[src/rtl/fpmult_round_stage_if.sv]
// Handshake and data bundle between the normalizer, the round stage and the packing stage.
// master drives operands and OutReady; slave is the round stage itself.
interface fpmult_round_stage_if;
   logic        InValid;
   logic        InReady;
   logic [24:0] NormM;
   logic        Sticky;
   logic [8:0]  NormE;
   logic        SgnIn;
   logic        OutValid;
   logic        OutReady;
   logic [23:0] RoundM;
   logic [8:0]  RoundE;
   logic        Sgn;

   modport master (
      output InValid, NormM, Sticky, NormE, SgnIn, OutReady,
      input  InReady, OutValid, RoundM, RoundE, Sgn
   );

   modport slave (
      input  InValid, NormM, Sticky, NormE, SgnIn, OutReady,
      output InReady, OutValid, RoundM, RoundE, Sgn
   );
endinterface

[src/rtl/fpmult_round_stage.sv]
// Round-to-nearest-even stage of the FP multiplier; 1-cycle latency, 1 result/cycle.
// Two-entry skid buffer: InReady is registered and drops only once the skid entry holds data.
module fpmult_round_stage (
   input  logic                  clk,
   input  logic                  rst_n,
   fpmult_round_stage_if.slave   bus
);

   typedef struct packed {
      logic [23:0] mant;
      logic [8:0]  expo;
      logic        sgn;
   } result_t;

   typedef enum logic [1:0] {EMPTY, ONE, FULL} bufState_t;

   bufState_t   state;
   result_t     mainReg;
   result_t     skidReg;
   result_t     rounded;
   logic        inReadyReg;
   logic        outValidReg;
   logic        roundUp;
   logic [24:0] sum;
   logic        inXfer;
   logic        outXfer;

   // A carry out of the mantissa can only come from all-ones + 1, so the
   // shifted result is always 1.000...; bit 8 of the exponent wraps freely.
   always_comb begin
      roundUp      = bus.NormM[0] & (bus.Sticky | bus.NormM[1]);
      sum          = {1'b0, bus.NormM[24:1]} + {24'd0, roundUp};
      rounded.mant = sum[23:0];
      rounded.expo = bus.NormE;
      rounded.sgn  = bus.SgnIn;
      if (sum[24]) begin
         rounded.mant = sum[24:1];
         rounded.expo = bus.NormE + 9'd1;
      end
   end

   assign inXfer  = bus.InValid & inReadyReg;
   assign outXfer = outValidReg & bus.OutReady;

   always_ff @(posedge clk or negedge rst_n) begin
      if (!rst_n) begin
         state       <= EMPTY;
         mainReg     <= '0;
         skidReg     <= '0;
         inReadyReg  <= 1'b1;
         outValidReg <= 1'b0;
      end else begin
         case (state)
            EMPTY: begin
               if (inXfer) begin
                  mainReg     <= rounded;
                  outValidReg <= 1'b1;
                  state       <= ONE;
               end
            end
            ONE: begin
               if (inXfer && !outXfer) begin
                  skidReg    <= rounded;
                  inReadyReg <= 1'b0;
                  state      <= FULL;
               end else if (inXfer && outXfer) begin
                  mainReg <= rounded;
               end else if (outXfer) begin
                  outValidReg <= 1'b0;
                  state       <= EMPTY;
               end
            end
            FULL: begin
               if (outXfer) begin
                  mainReg    <= skidReg;
                  inReadyReg <= 1'b1;
                  state      <= ONE;
               end
            end
            default: begin
               state       <= EMPTY;
               outValidReg <= 1'b0;
               inReadyReg  <= 1'b1;
            end
         endcase
      end
   end

   assign bus.InReady  = inReadyReg;
   assign bus.OutValid = outValidReg;
   assign bus.RoundM   = mainReg.mant;
   assign bus.RoundE   = mainReg.expo;
   assign bus.Sgn      = mainReg.sgn;

endmodule
[src/flat_wrapper.sv]
// flat-port wrapper written by rule: the top's interface ports become plain ports
module fpmult_round_stage_flat 
  (clk, rst_n, bus_InValid, bus_NormM, bus_Sticky, bus_NormE, bus_SgnIn, bus_OutReady, bus_InReady, bus_OutValid, bus_RoundM, bus_RoundE, bus_Sgn);
  fpmult_round_stage_if bus_i ();
  input  logic clk;
  input  logic rst_n;
  input wire logic [$bits(bus_i.InValid)-1:0] bus_InValid;
  input wire logic [$bits(bus_i.NormM)-1:0] bus_NormM;
  input wire logic [$bits(bus_i.Sticky)-1:0] bus_Sticky;
  input wire logic [$bits(bus_i.NormE)-1:0] bus_NormE;
  input wire logic [$bits(bus_i.SgnIn)-1:0] bus_SgnIn;
  input wire logic [$bits(bus_i.OutReady)-1:0] bus_OutReady;
  output wire logic [$bits(bus_i.InReady)-1:0] bus_InReady;
  output wire logic [$bits(bus_i.OutValid)-1:0] bus_OutValid;
  output wire logic [$bits(bus_i.RoundM)-1:0] bus_RoundM;
  output wire logic [$bits(bus_i.RoundE)-1:0] bus_RoundE;
  output wire logic [$bits(bus_i.Sgn)-1:0] bus_Sgn;
  assign bus_i.InValid = bus_InValid;
  assign bus_i.NormM = bus_NormM;
  assign bus_i.Sticky = bus_Sticky;
  assign bus_i.NormE = bus_NormE;
  assign bus_i.SgnIn = bus_SgnIn;
  assign bus_i.OutReady = bus_OutReady;
  assign bus_InReady = bus_i.InReady;
  assign bus_OutValid = bus_i.OutValid;
  assign bus_RoundM = bus_i.RoundM;
  assign bus_RoundE = bus_i.RoundE;
  assign bus_Sgn = bus_i.Sgn;
  fpmult_round_stage u_core (.clk(clk), .rst_n(rst_n), .bus(bus_i));
endmodule
[config.mk]
export PLATFORM = sky130hd
export DESIGN_NAME = fpmult_round_stage_flat
export DESIGN_NICKNAME = d
export VERILOG_FILES = /design/src/rtl/fpmult_round_stage_if.sv /design/src/rtl/fpmult_round_stage.sv /design/src/flat_wrapper.sv
export SDC_FILE = /design/constraint.sdc
export NUM_CORES = 1
export LEC_CHECK = 0
export BUFFER_PORTS_ARGS = -buffer_cell sky130_fd_sc_hd__buf_2
export CORE_UTILIZATION = 43
export CTS_CLUSTER_DIAMETER = 50
export DETAILED_ROUTE_END_ITERATION = 16
export SETUP_SLACK_MARGIN = 0.5
export SLEW_MARGIN = 25
export SYNTH_ARGS = -nofsm -noshare
export SYNTH_HDL_FRONTEND = slang
export SYNTH_SLANG_ARGS = --single-unit
[constraint.sdc]
create_clock -name clk -period 2.29 [get_ports clk]
set_input_delay 0.229 -clock clk [delete_from_list [all_inputs] [get_ports clk]]
set_output_delay 0.229 -clock clk [all_outputs]
set_load 0.01 [all_outputs]
==> results.py <==
metrics = {
    "run_status": {
        "status": "finished clean",
    },
    "logic_synthesis": {
        "synth_common_cells": "dfrtp_1, nor2_1, nand2_1, a21oi_1, nor3_1",
        "syn_inst": 416,
        "ys.warnings.count": 0,
        "yosys.cell_count.top_type": "dfrtp_1",
        "syn_nets": 459,
        "async_flop_share_pct": 100,
        "syn_area_um2": 3740,
        "synth_area_leader_cell": "dfrtp_1",
        "synth-main-ff-cell": "dfrtp_1",
        "synthTopCellsByArea": "dfrtp_1, nor2_1, nand2_1",
        "synth_top_area_share_pct": 47.4,
        "ys_ff_latch": 72,
        "ys_types": 39,
        "synth_edf_count": 0,
        "syn_avg_cell_area_um2": 9.00,
        "synth_seq_area_share_pct": 48.1,
    },
    "power": {
        "fin_total_pwr_w": 0.00274,
        "power_frac_comb_pct": 8.2,
        "seqPwrFrac_pct": 46.4,
        "cellPowerDensity_nw_per_um2": 518,
        "pwr-share-clk_pct": 45.5,
        "p_sw_share_pct": 24.0,
        "p_leak_nw": 2.41,
        "power.internal_w": 0.00208,
        "ir_drop_mv": 0.304,
        "netSwitchingPower_w": 0.000658,
    },
    "clock_tree": {
        "numCtsBuffers": 9,
        "clk_latency_ns": 0.35,
        "cts_tree": "yes",
        "cts_max_path_buffers": 2,
        "clock-root-buffer": "clkbuf_8",
        "cts.htree.levels": 3,
        "clkTransAtPathRegs_ns": 0.08,
        "cts.sinks": 72,
    },
    "sta": {
        "period_minus_slack_ns": 1.94,
        "maxSlewHeadroom_pct": 57.1,
        "max_freq_mhz": 515,
        "setup_viol": 0,
        "finalMaxSlewViolations": 0,
        "whs_ns": 0.0417,
        "finClkSkew_ns": 0.00707,
        "worstMarginPinSlew_ns": 0.639,
        "period_share_pct": 84.7,
        "rsz0062_at_grt": "yes",
        "finalHoldViolations": 0,
        "finalSetupTns_ns": 0,
    },
    "placed_design": {
        "dp_hpwl_um": 7250,
        "io_buffers": 75,
        "place_congestion": 0.865,
        "place_inst": 600,
        "post_dp_cell_area_um2": 4470,
    },
    "floorplan": {
        "die_h_um": 95.3,
        "die_w_um": 95.3,
        "die-area_um2": 9090,
        "num_rows": 33,
        "start_util_pct": 44.9,
        "pin_count": 76,
        "core_um2": 8340,
    },
    "setup_path": {
        "path_class": "input pin to flip-flop",
        "rrSetupSlack_ns": 0.49,
        "worstSetupStartpoint": "bus_NormM[1]",
        "r2r-start": "u_core.bus.OutValid",
        "ff2ff_path_depth": 6,
        "critPathLaunchType": "input pin",
        "cp-end-kind": "flip-flop",
        "worstReg2RegEnd": "u_core.skidReg[18]",
        "required_ns": 2.57,
        "critPathMaxFanout": 7,
        "arrival_ns": 2.22,
    },
    "drt": {
        "drtIter0Drc": 149,
        "routed_wl_um": 11200,
        "wl_per_cell_um": 17.8,
        "vias": 3573,
        "ant_nets": 0,
        "drtPass1Iterations": 4,
        "drc_errors": 0,
        "viasPerCell": 5.67,
    },
    "layout": {
        "drive_above_1_share_pct": 37.5,
        "fin_nets": 563,
        "final_cell_area_um2": 5280,
        "antenna_cells": 0,
        "area_growth_pct": 41.1,
        "final_cells": 630,
    },
    "min_path": {
        "hold_start": "bus_InValid",
        "hold_path_depth": 2,
        "hold_end": "u_core.bus.InReady",
        "worst_hold_path_type": "input pin to flip-flop",
    },
    "global_route": {
        "grt_pass1_wl_um": 17300,
        "grt_max_degree": 73,
        "grt_antenna_before_repair": 0,
        "grt_usage_pct": 25.4,
        "grt_pass1_vias": 3474,
        "grt_overflow_total": 0,
    },
    "run": {
        "drv_cap": 0,
    },
}
-- per-stage QoR --
stage	setup slack, ns	utilization (%)
4_1_cts	0.378	59.5
5_1_grt	0.275	63.4
3_5_place_dp	-0.00601	53.6
3_3_place_gp	0.0245	53.6
6_report	0.350	63.4
2_1_floorplan	0.108	-
-- cells by family after synthesis --
logic type	after synthesis	synth area share, %
AOI/OAI and AO/OA	98	17.6
xor gates and xnor gates	29	6.78
adders and majority gates	3	1.00
buffers and inverters	28	3.21
DFF	72	48.1
muxes	2	0.535
and+or+nand+nor	184	22.7
-- area by class of cell --
class / instances / area [µm²]
clock buffers: 9 / 124
clock inverters: 7 / 120
fillers: 738 / 3060
inverters: 6 / 22.5
multi-input cells: 317 / 2290
flip-flops and latches: 72 / 1800
well taps: 105 / 131
repair buffers: 114 / 788
-- layer usage --
layer,track usage [%],vias up,routed length (µm)
met4,8.08,0,106
met2,40.9,87,5520
met3,3.75,9,450
met1,35.3,1783,5100
li1,-,1694,-
met5,0,-,0
-- worst max-delay path by stage --
stage / endpoint / slack, ns / cells past startpoint
floorplan: u_core.skidReg[28] / 0.11 / 10
finish: u_core.skidReg[14] / 0.35 / 10
global route: u_core.bus.RoundM[4] / 0.27 / 12
global placement: u_core.bus.RoundM[16] / 0.02 / 11
CTS: u_core.skidReg[28] / 0.38 / 10
detailed placement: u_core.bus.RoundM[9] / -0.006 / 10
-- repair_timing --
| item | 4_1_cts | 5_1_grt |
|---|---|---|
| hold endpoints to repair | 71 | 0 |
| hold buffers | 1 | 0 |
| gates resized for setup | 35 | 49 |
| pin swaps | 9 | 14 |
| cloned | 0 | 1 |
| setup endpoints to repair | 47 | 58 |
| buffers inserted | 6 | 6 |
-- sequential cells by signal, indices dropped and copies added, names as in the netlist --
register,cells
u_core.bus.RoundE,9
u_core.skidReg,34
u_core.bus.InReady,1
u_core.bus.RoundM,24
u_core.bus.Sgn,1
u_core.bus.OutValid,1
u_core.state,2
-- worst max-delay path: stages --
cell and delay (ns):
buf_6 0.07, o21a_1 0.16, ha_4 0.17, ha_4 0.16
nand2_4 0.06, or4_4 0.42, or3_4 0.36, a41o_1 0.25
buf_6 0.17, a31oi_4 0.17
-- power by group through the flow --
stage / Clock [W] / Combinational (W) / Sequential (W)
final: 0.00125 / 0.000224 / 0.00127
after global routing: 0.00131 / 0.000244 / 0.00127
after CTS: 0.00127 / 0.000203 / 0.00127
after detailed placement: 0 / 0.000185 / 0.00130
after global placement: 0 / 0.000185 / 0.00130
after floorplan: 0 / 0.0000695 / 0.00130
-- placed cells by master (no fill, tap or decap), types with 5 or more instances in the layout --
cell type   n
nand2_1    49
a211oi_2    9
xor2_1     13
inv_1       6
nand4_1     8
nor3_1     19
nand3_1    13
dfrtp_1    70
nor4_1      5
o21ai_1     6
clkbuf_8    9
buf_2      72
o21ai_0    12
a211oi_1    6
nor2_1     55
nand3_2     7
o22ai_1    12
xnor2_1    13
a31oi_4     8
a21oi_1    23
buf_6      14
buf_4      22
Note: power is estimated with default switching activity, not from simulation.
